`src/rtl/arb_rr8_ctrl_pkg.sv`:
```
// Shared types and helpers for the 8-way round-robin arbiter.
// Holds the FSM state encoding, requester count and the rotating priority search.
package arb_rr8_ctrl_pkg;

  localparam int NUM_REQ = 8;
  localparam int IDX_W   = 3;

  typedef enum logic {
    IDLE  = 1'b0,
    GRANT = 1'b1
  } state_t;

  // First set request bit found searching upward from ptr, wrapping modulo NUM_REQ.
  function automatic logic [IDX_W-1:0] rr_pick(input logic [NUM_REQ-1:0] req,
                                                input logic [IDX_W-1:0]   ptr);
    logic [IDX_W-1:0] idx;
    logic [IDX_W-1:0] pick;
    logic             found;
    pick  = '0;
    found = 1'b0;
    for (int i = 0; i < NUM_REQ; i++) begin
      idx = ptr + IDX_W'(i);
      if (!found && req[idx]) begin
        pick  = idx;
        found = 1'b1;
      end
    end
    return pick;
  endfunction

endpackage

```
`src/rtl/arb_rr8_ctrl_decoder_3to8.sv`:
```
// Combinational 3-to-8 one-hot decoder with enable; all-zero output when disabled.
module decoder_3to8
  import arb_rr8_ctrl_pkg::*;
(
  input  logic               en,
  input  logic [IDX_W-1:0]   in,
  output logic [NUM_REQ-1:0] out
);

  for (genvar gi = 0; gi < NUM_REQ; gi++) begin : g_dec
    assign out[gi] = en && (in == IDX_W'(gi));
  end

endmodule

```
`src/rtl/arb_rr8_ctrl.sv`:
```
// 8-way round-robin arbiter with done/req-drop/enable release and a hold-time limit.
// Grant state is fully registered; the one-hot vector is decoded from the registered index.
module arb_rr8_ctrl
  import arb_rr8_ctrl_pkg::*;
#(
  parameter int HOLD_MAX = 15
) (
  input  logic               clk,
  input  logic               rst,
  input  logic               en,
  input  logic [NUM_REQ-1:0] req,
  input  logic               done,
  output logic [NUM_REQ-1:0] gnt,
  output logic [IDX_W-1:0]   gnt_idx,
  output logic               gnt_valid,
  output logic               timeout
);

  localparam int                CNT_W    = $clog2(HOLD_MAX + 1);
  localparam logic [CNT_W-1:0]  CNT_LAST = CNT_W'(HOLD_MAX - 1);

  state_t             r_state;
  logic [IDX_W-1:0]   r_ptr;
  logic [IDX_W-1:0]   r_idx;
  logic [CNT_W-1:0]   r_cnt;
  logic               r_valid;
  logic               r_timeout;

  logic [IDX_W-1:0]   w_winner;
  logic               w_expire;
  logic               w_early;
  logic               w_release;

  assign w_winner  = rr_pick(req, r_ptr);
  assign w_expire  = (r_cnt == CNT_LAST);
  // Any non-expiry cause suppresses the timeout pulse, even when expiry coincides.
  assign w_early   = done || !req[r_idx] || !en;
  assign w_release = w_early || w_expire;

  always_ff @(posedge clk or posedge rst) begin
    if (rst) begin
      r_state   <= IDLE;
      r_ptr     <= '0;
      r_idx     <= '0;
      r_cnt     <= '0;
      r_valid   <= 1'b0;
      r_timeout <= 1'b0;
    end else begin
      r_timeout <= 1'b0;
      case (r_state)
        IDLE: begin
          if (en && (|req)) begin
            r_state <= GRANT;
            r_idx   <= w_winner;
            r_valid <= 1'b1;
            r_cnt   <= '0;
          end
        end
        GRANT: begin
          if (w_release) begin
            r_state   <= IDLE;
            r_idx     <= '0;
            r_valid   <= 1'b0;
            r_cnt     <= '0;
            r_ptr     <= r_idx + IDX_W'(1);
            r_timeout <= !w_early;
          end else begin
            r_cnt <= r_cnt + CNT_W'(1);
          end
        end
        default: r_state <= IDLE;
      endcase
    end
  end

  decoder_3to8 u_dec (
    .en  (r_valid),
    .in  (r_idx),
    .out (gnt)
  );

  assign gnt_idx   = r_idx;
  assign gnt_valid = r_valid;
  assign timeout   = r_timeout;

endmodule

```
`config.mk`:
```
export PLATFORM = sky130hd
export DESIGN_NAME = arb_rr8_ctrl
export DESIGN_NICKNAME = d
export VERILOG_FILES = /design/src/rtl/arb_rr8_ctrl_pkg.sv /design/src/rtl/arb_rr8_ctrl_decoder_3to8.sv /design/src/rtl/arb_rr8_ctrl.sv
export SDC_FILE = /design/constraint.sdc
export NUM_CORES = 1
export LEC_CHECK = 0
export ABC_AREA = 1
export BUFFER_PORTS_ARGS = -buffer_cell sky130_fd_sc_hd__buf_2
export CAP_MARGIN = 0
export CORE_UTILIZATION = 57
export CTS_BUF_LIST = sky130_fd_sc_hd__clkbuf_16
export CTS_CLUSTER_SIZE = 40
export DETAILED_ROUTE_END_ITERATION = 8
export PLACE_DENSITY = 0.8
export SYNTH_ARGS = -nofsm -noshare
export SYNTH_HDL_FRONTEND = slang
export SYNTH_SLANG_ARGS = --single-unit
```
`constraint.sdc`:
```
create_clock -name clk -period 2.3 [get_ports clk]
set_input_delay 0.69 -clock clk [delete_from_list [all_inputs] [get_ports clk]]
set_output_delay 0.69 -clock clk [all_outputs]
set_load 0.05 [all_outputs]
```
== Yosys cells after proc, flatten, opt, wreduce, memory -nomap -nowiden ==
Index checks and enable logic that the tools add are counted.

* Bitwise logic cells: 1
* Order comparisons: 9
* Muxes and demuxes: 47
* Reductions and logical operators: 33
* Add/sub/neg operators: 9
* Eq/ne operators: 10

{| class="wikitable"
|+ Operator list
! cell !! count
|-
| 3-bit by 4-bit < comparator with 1-bit output (second input constant) || 9
|-
| 3-bit 2-to-1 mux || 10
|-
| 1-bit binary-select mux with 3-bit select || 9
|-
| 1-bit 2-to-1 mux || 22
|-
| 1-bit logical AND || 16
|-
| 3-bit adder (second input constant) || 4
|-
| 3-bit == test (second input constant) || 4
|-
| 1-bit logical NOT || 10
|-
| 4-bit 2-to-1 mux || 2
|-
| 4-bit case mux with 2 select lines || 1
|-
| 8-bit OR reduction || 1
|-
| 3-bit by 1-bit adder with 3-bit output (second input constant) || 2
|-
| 3-bit by 2-bit adder with 3-bit output (second input constant) || 2
|-
| 3-bit by 2-bit == test with 1-bit output (second input constant) || 2
|-
| 3-bit case mux with 2 select lines || 1
|-
| 4-bit by 1-bit adder with 4-bit output (second input constant) || 1
|-
| 4-bit == test (second input constant) || 1
|-
| 1-bit case mux with 2 select lines || 2
|-
| 2-bit AND reduction || 2
|-
| 3-bit by 1-bit == test with 1-bit output (second input constant) || 1
|-
| 3-bit logical NOT || 1
|-
| 1-bit logical OR || 3
|-
| 2-bit by 1-bit inequality test with 1-bit output (second input constant) || 1
|-
| 2-bit inequality test (second input constant) || 1
|-
| 1-bit inverter || 1
|}

* Logic and storage cells: 115
* Input bits: 12
* Output and inout port bits: 13
* Register bits: 13

== Longest topological paths before layout ==
Gate-level depths: netlist (run 1).

* Depth after elaboration: 26
* Mapped depth: 17
* Mapped depth without buffers: 16

== Hierarchy ==
A second synthesis (run 1) with hierarchy kept.

* Cells, all modules: 228
* Area, all modules: 1481.4 um2

{| class="wikitable"
|+ Modules (own cells, without submodules)
! module !! instances !! cells an instance !! sequential area each (um2) !! area an instance (um2)
|-
| arb_rr8_ctrl || 1 || 211 || 325.3 || 1417.6
|-
| decoder_3to8 || 1 || 17 || 0.0 || 63.8
|}

== Worst setup path after synthesis (run 1) ==
No wires, ideal clock.

* Kind: register -> output
* From: register r_idx[0], in the netlist gnt_idx[0]
* To: output gnt[2]
* Cell stages (with the launch flop): 5
* Required time: 1.610 ns
* Data arrival time: 2.123 ns
* Path slack: -0.513 ns
* Path buffers: 0
* Cell sequence: dfrtp_1 inv_1 ha_1 inv_1 nor3_1

* Longest elaborated chain between the ends: 2

{| class="wikitable"
|+ RTL lines
! element !! line !! text
|-
| from (decl) || arb_rr8_ctrl.sv:24 || <nowiki>logic [IDX_W-1:0] r_idx;</nowiki>
|-
| from (signal assigned) || arb_rr8_ctrl.sv:54 || <nowiki>r_idx <= w_winner;</nowiki>
|-
| 3-bit by 2-bit == test with 1-bit output || arb_rr8_ctrl_decoder_3to8.sv:11 || <nowiki>assign out[gi] = en && (in == IDX_W'(gi));</nowiki>
|-
| 1-bit logical AND || arb_rr8_ctrl_decoder_3to8.sv:11 ||
|-
| to (decl) || arb_rr8_ctrl.sv:13 || <nowiki>output logic [NUM_REQ-1:0] gnt,</nowiki>
|}

Every way passes these cells.

== Worst setup path in the final report (run 1) ==
* From: register r_idx[1], in the netlist gnt_idx[1]
* To: output gnt[1]

* Longest elaborated chain between the ends: 2

{| class="wikitable"
|+ RTL lines
! element !! line
|-
| 3-bit by 1-bit == test with 1-bit output || arb_rr8_ctrl_decoder_3to8.sv:11
|-
| 1-bit logical AND || arb_rr8_ctrl_decoder_3to8.sv:11
|}

Every way passes these cells.

==> results.yml, run 1 <==
sta:
  setup_tns_ps: 0
  layout_min_cycle_time_ps: 2210
  final_max_slew_viol_count: 0
  hold_violations: 0
  rsz0062_at_grt: "false"
  post-route-period-util_pct: 95.9
  max_slew_margin_pct: 66.0
  finalSetupViolations: 0
  fin_skew_ps: 0.621
  fmax_ghz: 0.453
  worst_pin_slew_ps: 510
critical_path:
  crit_end: "gnt[1]"
  path_max_fanout: 7
  start_kind: "flop"
  reg2reg_to: "gnt_idx[0]$_DFFE_PP0P_"
  path_class: "reg2out"
  ff2ff_path_depth: 15
  r2r-start: "r_ptr[0]$_DFFE_PP0P_"
  worst_ep_required_time_ps: 1610
  cp_data_arrival_time_ps: 1520
  crit_path_end_kind: "output port"
  r2r_setup_slack_ps: 200
  cp-startpoint: "gnt_idx[1]$_DFFE_PP0P_"
clock_network:
  cts.path.max_buffers: 2
  numCtsBuffers: 3
  tritoncts: "yes"
  clkSinkCount: 13
  clkTransAtPathRegs_ps: 40
  root_buffer: "clkbuf_16"
  clk_latency_ps: 240
  cts.htree.levels: 1
route:
  wl_met1_mm: 1.87
  drt_wl_total_mm: 4.00
  drcViolationCount: 0
  wl_met2_mm: 1.90
  num_vias: 1634
  dr.pass1.iters: 4
  antenna_left: 0
  routed.top_layer: "met4"
  avgRoutedWirePerCell_um: 13.3
  first_iter_violations: 46
  vias_per_cell: 5.41
  dr_wl_met3_um: 204
synthesis:
  syn_avg_cell_area_sq_um: 6.53
  synthesis.nets: 262
  yosysSeqAreaShare_pct: 20.8
  syn_area_sq_mm: 0.00157
  ys_warn_count: 0
  ys_seq_elements: 13
  synth.largest_area_cell: "dfrtp_1"
  synthCells: 240
  ys_types: 30
  synth.top_cell.area_share_pct: 20.8
  synth_area_leaders: "dfrtp_1, nand2_1, nand3_1"
placement:
  port_buffers: 24
  gp_congestion: 0.922
  hpwlAfterDp_mm: 3.13
  dpl.cell_count: 296
floorplan:
  io_pins: 25
  die_height_um: 54.4
  dieWidth_um: 54.4
  fp.coreArea_sq_mm: 0.00254
  die_area_sq_mm: 0.00296
  core.rowCount: 18
  initial_core_util_pct: 61.6
global_route:
  antenna_found_initial: 0
  grt_start_max_net_pins: 14
  grt_pass1_wl_mm: 6.22
  grt_use_total_pct: 29.3
  grt_pass1_vias: 1438
  overflow: 0
finish:
  area_delta_synth_final_pct: 18.3
  drive_gt1_share_pct: 25.4
  insertedDiodeCount: 0
  seqCellArea_sq_um: 325
  stdcell_count: 302
  nNetsFinal: 295
  multi_input_area_sq_mm: 0.00111
  fill_cells: 222
run_status:
  status: "finished clean"
worst_hold_path:
  hp-class: "in2async"
flow_run:
  cap_violations: 0
## worst min path at each step
stage | to | slack (ps)
global placement | r_cnt[3]$_DFFE_PP0P_ | 550
CTS | r_cnt[3]$_DFFE_PP0P_ | 490
finish | r_ptr[2]$_DFFE_PP0P_ | 470
global route | r_ptr[2]$_DFFE_PP0P_ | 520
detailed placement | r_cnt[3]$_DFFE_PP0P_ | 560
floorplan | r_cnt[3]$_DFFE_PP0P_ | 520
## cells in the mapped netlist, drive strengths merged
master / instances
nand2: 78
a31oi: 1
ha: 10
clkinv: 1
and2: 1
o221ai: 2
o21bai: 1
nand4: 4
dfrtp: 13
nor4: 2
a21oi: 2
buf: 3
inv: 33
nand3: 37
nor3: 5
xnor2: 3
xor2: 3
o21ai: 16
nor2: 25
## metrics by stage
step | setup slack, ps | hold slack, ps | utilization [%] | area [sq um]
finish | 94.5 | 474 | 72.9 | 1850
global route | 10.9 | 522 | 72.9 | 1850
CTS | 54.6 | 491 | 72.1 | 1830
floorplan | -102 | 519 | - | 1590
detailed placement | 177 | 560 | 69.0 | 1760
global placement | 186 | 551 | 69.0 | 1760
## worst max-delay path, stage by stage (launching register included)
cell and delay, ps:
dfrtp_1 470, inv_1 150, ha_1 150, inv_1 70
nor3_4 140, buf_2 280
## repair_timing
item                       4_1_cts  5_1_grt
gates resized for setup          0        3
hold buffers                     0        0
setup endpoints to repair        0        4
buffers inserted                 0        2
## cells by family after synthesis
group | after synthesis | synth area share, %
xor+xnor | 6 | 4.79
compound gates | 22 | 8.22
buf+inv | 37 | 10.4
fa+ha+maj | 10 | 7.98
simple gates | 152 | 47.9
flops | 13 | 20.8
## sequential cells by signal (all words and copies together) (netlist names)
name,flops
r_cnt,4
gnt_idx,3
r_ptr,3
gnt_valid,1
r_state,1
timeout,1
## final cells by class
cell class	count	share of cell area (%)
clock buffers	3	4.05
well taps	30	2.02
multi-input cells	190	59.8
inverters	34	6.95
repair buffers	31	9.45
clock inverters	1	0.202
flip-flops and latches	13	17.5
## placed cells by master, fill, tap and decap left out
master,count
o21ai_0,12
inv_2,4
xnor2_1,1
xor2_2,1
o21ai_1,3
buf_4,7
xnor2_2,2
clkbuf_4,1
nor2_4,1
nor3_4,1
o21bai_2,1
nand3_1,28
xor2_1,2
nand2_2,4
and2_2,1
nor2_8,1
nor3_1,2
dfrtp_1,13
a31oi_1,1
a21oi_1,2
nor4_1,2
nand2_1,72
o21ai_2,1
o221ai_1,2
buf_2,23
inv_1,30
nand2_4,2
nand4_4,1
clkbuf_16,3
ha_2,1
ha_1,9
nor3_2,2
nand3_2,9
nand4_1,3
nor2_2,2
clkinv_2,1
nor2_1,21
## routing by layer
layer  global-route usage, %  vias to the layer above
li1                        -                      844
met1                    39.6                      738
met2                    48.8                       48
met3                    4.72                        4
met4                    6.41                        0
met5                       0                        -
Power of run 1 is left out: the tool's default activity adds up to more than one toggle a clock period on the data nets, which glitch-free logic cannot reach.
==> run 2, diff against run 1 <==
--- a/config.mk
+++ b/config.mk
@@ -8,11 +8,11 @@
 export ABC_AREA = 1
 export BUFFER_PORTS_ARGS = -buffer_cell sky130_fd_sc_hd__buf_2
 export CAP_MARGIN = 0
-export CORE_UTILIZATION = 57
+export CORE_UTILIZATION = 51
 export CTS_BUF_LIST = sky130_fd_sc_hd__clkbuf_16
 export CTS_CLUSTER_SIZE = 40
 export DETAILED_ROUTE_END_ITERATION = 8
-export PLACE_DENSITY = 0.8
+export PLACE_DENSITY = 0.76
 export SYNTH_ARGS = -nofsm -noshare
 export SYNTH_HDL_FRONTEND = slang
 export SYNTH_SLANG_ARGS = --single-unit
==> constraint.sdc (replaced) <==
create_clock -name clk -period 1.9 [get_ports clk]
set_input_delay 0.57 -clock clk [delete_from_list [all_inputs] [get_ports clk]]
set_output_delay 0.57 -clock clk [all_outputs]
set_load 0.1 [all_outputs]
==> run 2 against run 1 <==
  * The flow now finishes with violations (design-rule violations, negative setup slack)
  * Clock skew increased by 1.2 ps
  * Cell area increased by 41%
  * Via count increased by 34%
  * Setup slack worse by 490 ps
  * Sequential share of layout area fell by 4.5 points
  * Routed wire length up 74%
  * Flip-flop and latch count is the same
  * Critical path depth up 9
  * Die area grew 11%
  * Final cell count increased by 13%
  * Global-route usage is 5.1 points higher
==> results.yml, run 2 (synthesized netlist as in run 1, its figures left out) <==
finish:
  largest_reg_flops: 4
  insertedDiodeCount: 0
  layout_common_cells: "nand2_1, buf_4, nand3_1, inv_1, nor2_1"
  drive_gt1_share_pct: 47.6
  layout_commonest_cell: "nand2_1"
  area_delta_synth_final_pct: 67.2
  nNetsFinal: 334
  regMostFlops: "r_cnt"
  fill_cells: 101
  multi_input_area_sq_mm: 0.00136
  final_util_pct: 92.7
  seqCellArea_sq_um: 342
sta:
  whs_ps: 347
  fin_skew_ps: 1.81
  final_max_slew_viol_count: 0
  rsz0062_at_grt: "true"
  fmax_ghz: 0.436
  hold_violations: 0
  worst_pin_slew_ps: 510
  layout_min_cycle_time_ps: 2290
  max_slew_margin_pct: 66.0
  finalSetupViolations: 11
  post-route-period-util_pct: 121
  timing.final.ws_setup_ps: -395
  setup_tns_ps: -2200
floorplan:
  core.rowCount: 19
  die_height_um: 57.4
  fp.coreArea_sq_mm: 0.00283
  io_pins: 25
  die_area_sq_mm: 0.00330
  initial_core_util_pct: 55.4
  dieWidth_um: 57.4
route:
  drt_wl_total_mm: 6.96
  first_iter_violations: 306
  vias_per_cell: 6.42
  antenna_left: 0
  dr.pass1.iters: 7
  drcViolationCount: 2
  avgRoutedWirePerCell_um: 20.4
  num_vias: 2195
global_route:
  antenna_found_initial: 0
  grt_start_max_net_pins: 14
  overflow: 0
  grt_pass1_vias: 1870
  grt_pass1_wl_mm: 8.68
  grt_use_total_pct: 34.4
placement:
  gp_congestion: 0.908
  hpwlAfterDp_mm: 3.55
  port_buffers: 24
clock_network:
  clkSinkCount: 13
  cts.htree.levels: 1
  clkTransAtPathRegs_ps: 50
  tritoncts: "yes"
  numCtsBuffers: 3
  root_buffer: "clkbuf_16"
  cts.path.max_buffers: 2
  clk_latency_ps: 250
critical_path:
  path_cells: "clkinv_8 > ha_4 > inv_6 > nand3_2 > nand3_2 > nand2_4 > nor2_8 > nand4_4 > nor2_4 > nand2_1 > nand2_1 > nand2_1 > nand2_2 > nand2_1"
  cpPeakStageDelay_ps: 440
  worst_ep_required_time_ps: 2040
  cp_data_arrival_time_ps: 2430
  cp_common_cell: "nand2_1"
  crit_path_end_kind: "flop"
  r2r_setup_slack_ps: -390
  start_kind: "flop"
  path_max_fanout: 6
  path_class: "reg2reg"
  critPathSlowestCell: "dfrtp_2"
run_status:
  status: "complete, but fails checks"
  failed_checks: "design-rule violations, negative setup slack"
flow_run:
  cap_violations: 0
worst_hold_path:
  hp-class: "in2async"
==> run 2: cell types whose count changed in the layout (fill, tap and decap cells not counted), moves of 6 or more <==
cell / before / now
ha_4: 0 / 7
buf_4: 7 / 42
inv_1: 30 / 23
buf_12: 0 / 8
nand2_1: 72 / 62
buf_2: 23 / 14
ha_1: 9 / 3
==> run 2: final timing paths <==
check / end / depth (start not counted) / start
setup / recovery: gnt_idx[2]$_DFFE_PP0P_ / 14 / r_ptr[1]$_DFFE_PP0P_
hold reg to reg: r_cnt[1]$_DFFE_PP0P_ / 2 / r_cnt[1]$_DFFE_PP0P_
max in group asynchronous: gnt_idx[1]$_DFFE_PP0P_ / 2 / rst
hold / removal: r_cnt[1]$_DFFE_PP0P_ / 2 / rst
min in group clk: r_cnt[1]$_DFFE_PP0P_ / 2 / r_cnt[1]$_DFFE_PP0P_
setup reg to reg: gnt_idx[2]$_DFFE_PP0P_ / 14 / r_ptr[1]$_DFFE_PP0P_
==> run 2: per-layer routing <==
| layer | global-route usage, % | wire (um) | up-vias |
|---|---|---|---|
| li1 | - | - | 924 |
| met1 | 44.4 | 2530 | 1015 |
| met2 | 59.6 | 3290 | 203 |
| met3 | 3.63 | 701 | 53 |
| met4 | 11.8 | 438 | 0 |
| met5 | 0 | 0 | - |
==> run 2: area by class of cell <==
class,instances,share of cell area (%)
Inverter,34,6.78
Sequential cell,13,13.0
Timing Repair Buffer,70,23.9
Tap cell,31,1.48
Clock inverter,1,0.191
Multi-Input combinational cell,190,51.7
Clock buffer,3,2.86
==> run 2: through the flow <==
stage                     setup slack [ps]  area, sq um  cells
final                                 -395         2620    342
after global routing                  -419         2620    342
after CTS                             -184         2410    337
after detailed placement              -138         2200    325
after global placement                -119         2200    325
after floorplan                       -369         1740    240
==> run 2: critical path: cells and delay by family, from the launching register on <==
kind / cells / cell delay [ps]
and+or+nand+nor: 11 / 1270
buffers and inverters: 2 / 170
DFF: 1 / 440
adders and majority gates: 1 / 280
==> run 2: what timing repair did <==
action / 4_1_cts / 5_1_grt
pin swaps: 3 / 14
endpoints found under the hold margin: 0 / 0
resized for setup: 18 / 36
setup buffers: 8 / 4
cloned: 0 / 1
hold buffers: 0 / 0
endpoints found under the setup margin: 11 / 12
Power of run 2 is left out for the same reason.
==> run 3, diff against run 2 <==
--- a/config.mk
+++ b/config.mk
@@ -8,11 +8,13 @@
 export ABC_AREA = 1
 export BUFFER_PORTS_ARGS = -buffer_cell sky130_fd_sc_hd__buf_2
 export CAP_MARGIN = 0
-export CORE_UTILIZATION = 51
+export CELL_PAD_IN_SITES_DETAIL_PLACEMENT = 2
+export CELL_PAD_IN_SITES_GLOBAL_PLACEMENT = 2
+export CORE_UTILIZATION = 28
 export CTS_BUF_LIST = sky130_fd_sc_hd__clkbuf_16
 export CTS_CLUSTER_SIZE = 40
 export DETAILED_ROUTE_END_ITERATION = 8
-export PLACE_DENSITY = 0.76
+export PLACE_DENSITY = 0.77
 export SYNTH_ARGS = -nofsm -noshare
 export SYNTH_HDL_FRONTEND = slang
 export SYNTH_SLANG_ARGS = --single-unit
==> run 3 against run 2 <==
  * The flow now stops in global routing
  * Area after synthesis did not move
  * Synthesized cell count did not move
==> results.yml, run 3 <==
floorplan:
  io_pins: 25
  dieWidth_um: 76.8
  core.rowCount: 26
  initial_core_util_pct: 29.9
  die_height_um: 76.8
synthesis:
  yosysSeqAreaShare_pct: 20.8
  synth_area_leaders: "dfrtp_1, nand2_1, nand3_1"
  synthesis.nets: 262
  ys_seq_elements: 13
  syn_area_sq_mm: 0.00157
  synthCells: 240
  syn_avg_cell_area_sq_um: 6.53
  synth-edff-count: 0
  synth_commonest_cells: "nand2_1, inv_1, nand3_1"
  ys_warn_count: 0
  async_flop_share_pct: 100
  yosysMostFrequentCell: "nand2_1"
  ys_types: 30
  synth.largest_area_cell: "dfrtp_1"
  synth.top_cell.area_share_pct: 20.8
  synth-main-ff-cell: "dfrtp_1"
global_route:
  grt_start_max_net_pins: 14
  antenna_found_initial: 0
clock_network:
  clkSinkCount: 13
  cts.path.max_buffers: 2
  cts.htree.levels: 1
  root_buffer: "clkbuf_16"
  numCtsBuffers: 3
  ctsHoldBuffers: 0
sta:
  endpoint_type: "register input"
  crit_endpoint: "gnt_idx[1]$_DFFE_PP0P_/D"
placement:
  gp_congestion: 0.806
  preCtsSetupSlack_ps: -367
  port_buffers: 24
  hpwlAfterDp_mm: 6.16
run_status:
  firstError: "[ERROR DPL-0033] detailed placement checks failed during check placement."
  haltStage: "global routing"
  status: "did not finish"
## run 3: cell counts after synthesis
Identical to the previous run, type by type.
## run 3: what timing repair did
item / in CTS
setup endpoints to repair: 14
gates resized for setup: 60
buffers inserted: 16
pin swaps: 18
## run 3: per-stage QoR
stage	instance area, sq um	std cells	hold WS (ps)
after floorplan	1740	240	447
after global placement	2360	373	504
after detailed placement	2360	373	563
after CTS	2790	393	393
## run 3: logic make-up after synthesis
group                      synth area share (%)
AOI/OAI and AO/OA                          8.22
xor gates and xnor gates                   4.79
adders and majority gates                  7.98
buffers and inverters                      10.4
DFF                                        20.8
and+or+nand+nor                            47.9
==> run 4, diff against run 3 <==
--- a/config.mk
+++ b/config.mk
@@ -8,13 +8,9 @@
 export ABC_AREA = 1
 export BUFFER_PORTS_ARGS = -buffer_cell sky130_fd_sc_hd__buf_2
 export CAP_MARGIN = 0
-export CELL_PAD_IN_SITES_DETAIL_PLACEMENT = 2
-export CELL_PAD_IN_SITES_GLOBAL_PLACEMENT = 2
-export CORE_UTILIZATION = 28
-export CTS_BUF_LIST = sky130_fd_sc_hd__clkbuf_16
-export CTS_CLUSTER_SIZE = 40
+export CORE_UTILIZATION = 40
 export DETAILED_ROUTE_END_ITERATION = 8
-export PLACE_DENSITY = 0.77
+export PLACE_DENSITY_LB_ADDON = 0.15
 export SYNTH_ARGS = -nofsm -noshare
 export SYNTH_HDL_FRONTEND = slang
 export SYNTH_SLANG_ARGS = --single-unit
==> constraint.sdc (replaced) <==
create_clock -name clk -period 2.5 [get_ports clk]
set_input_delay 0.75 -clock clk [delete_from_list [all_inputs] [get_ports clk]]
set_output_delay 0.75 -clock clk [all_outputs]
set_load 0.1 [all_outputs]
==> run 4 against run 3 <==
  * The flow now finishes without violations
==> results.yml, run 4 (synthesized netlist as in run 1, its figures left out) <==
finish:
  fin_area_sq_mm: 0.00184
  final_util_pct: 49.6
  drive_gt1_share_pct: 25.5
  layout_commonest_cell: "nand2_1"
  insertedDiodeCount: 0
  layout_common_cells: "nand2_1, inv_1, nand3_1"
  regMostFlops: "r_cnt"
  nNetsFinal: 290
  area_delta_synth_final_pct: 17.6
  largest_reg_flops: 4
critical_path:
  worst_ep_required_time_ps: 1750
  path_max_fanout: 10
  ff2ff_path_depth: 14
  critPathTopFamily: "buffers and inverters"
  r2r-start: "r_ptr[1]$_DFFE_PP0P_"
  r2r_setup_slack_ps: 290
  start_kind: "flop"
  critPathSlowestCell: "dfrtp_4"
  crit_buf_inv: 3
  path_class: "reg2out"
  crit_path_end_kind: "output port"
  cpPeakStageDelay_ps: 540
  path_cells: "inv_2 > ha_1 > inv_1 > nor3_4 > buf_2"
  cp_data_arrival_time_ps: 1680
  reg2reg_to: "gnt_idx[2]$_DFFE_PP0P_"
flow_run:
  cap_violations: 0
route:
  vias_per_cell: 5.02
  dr.pass1.iters: 4
  avgRoutedWirePerCell_um: 11.9
  antenna_left: 0
  drt_wl_total_mm: 3.74
  first_iter_violations: 120
  drcViolationCount: 0
  num_vias: 1580
clock_network:
  root_buffer: "clkbuf_8"
  numCtsBuffers: 3
  cts.path.max_buffers: 2
  tritoncts: "yes"
  cts.htree.levels: 1
  post_cts_resized: 0
  clk_latency_ps: 240
  ctsHoldBuffers: 0
  clkTransAtPathRegs_ps: 50
  post_cts_buffers: 0
  clkSinkCount: 13
global_route:
  grt_pass1_wl_mm: 6.46
  antenna_found_initial: 0
  grt_start_max_net_pins: 14
  grt_use_total_pct: 19.6
  grt_pass1_vias: 1430
  overflow: 0
sta:
  timing.final.ws_setup_ps: 69.7
  post-route-period-util_pct: 97.2
  rsz0062_at_grt: "false"
  finalSetupViolations: 0
  fmax_ghz: 0.411
  final_max_slew_viol_count: 0
  hold_violations: 0
  max_slew_margin_pct: 67.1
  fin_skew_ps: 1.46
  layout_min_cycle_time_ps: 2430
  setup_tns_ps: 0
  worst_pin_slew_ps: 494
floorplan:
  io_pins: 25
  fp.coreArea_sq_mm: 0.00372
  initial_core_util_pct: 42.2
  dieWidth_um: 64.6
  die_area_sq_mm: 0.00417
  core.rowCount: 22
  die_height_um: 64.6
placement:
  port_buffers: 24
  preCtsSetupSlack_ps: 272
  hpwlAfterDp_mm: 3.11
  place_area_sq_mm: 0.00180
  gp_congestion: 0.890
worst_hold_path:
  hp-class: "in2async"
run_status:
  status: "finished clean"
## run 4: how the worst max path moves through the flow
stage | from | to | slack, ps | cells after the start
2_1_floorplan | gnt_idx[0]$_DFFE_PP0P_ | gnt[2] | 6 | 4
3_3_place_gp | r_ptr[0]$_DFFE_PP0P_ | gnt_idx[2]$_DFFE_PP0P_ | 300 | 14
3_5_place_dp | r_ptr[1]$_DFFE_PP0P_ | gnt_idx[0]$_DFFE_PP0P_ | 270 | 16
4_1_cts | gnt_idx[0]$_DFFE_PP0P_ | gnt[0] | 60 | 5
5_1_grt | gnt_idx[0]$_DFFE_PP0P_ | gnt[2] | 1 | 5
6_report | gnt_idx[0]$_DFFE_PP0P_ | gnt[0] | 70 | 5
## run 4: cell type report
class	instances	area, sq um
multi-input cells	190	1140
flip-flops and latches	13	338
clock buffers	4	45.0
repair buffers	26	135
well taps	48	60.1
inverters	34	129
fillers	399	1870
## run 4: metal layers
layer  up-vias  part of all wire (%)  wire length (um)  global-route usage (%)
met5         -                     0                 0                       0
li1        833                     -                 -                       -
met3         7                   2.0                74                    1.94
met2        25                    46              1700                    30.5
met4         0                  0.83                31                    5.28
met1       715                    52              1930                    28.5
## run 4: through the flow
| stage | cells | hold WS [ps] |
|---|---|---|
| after CTS | 315 | 540 |
| after global placement | 311 | 557 |
| after detailed placement | 311 | 562 |
| after global routing | 315 | 573 |
| after floorplan | 240 | 519 |
| final | 315 | 523 |
Power of run 4 is left out for the same reason.
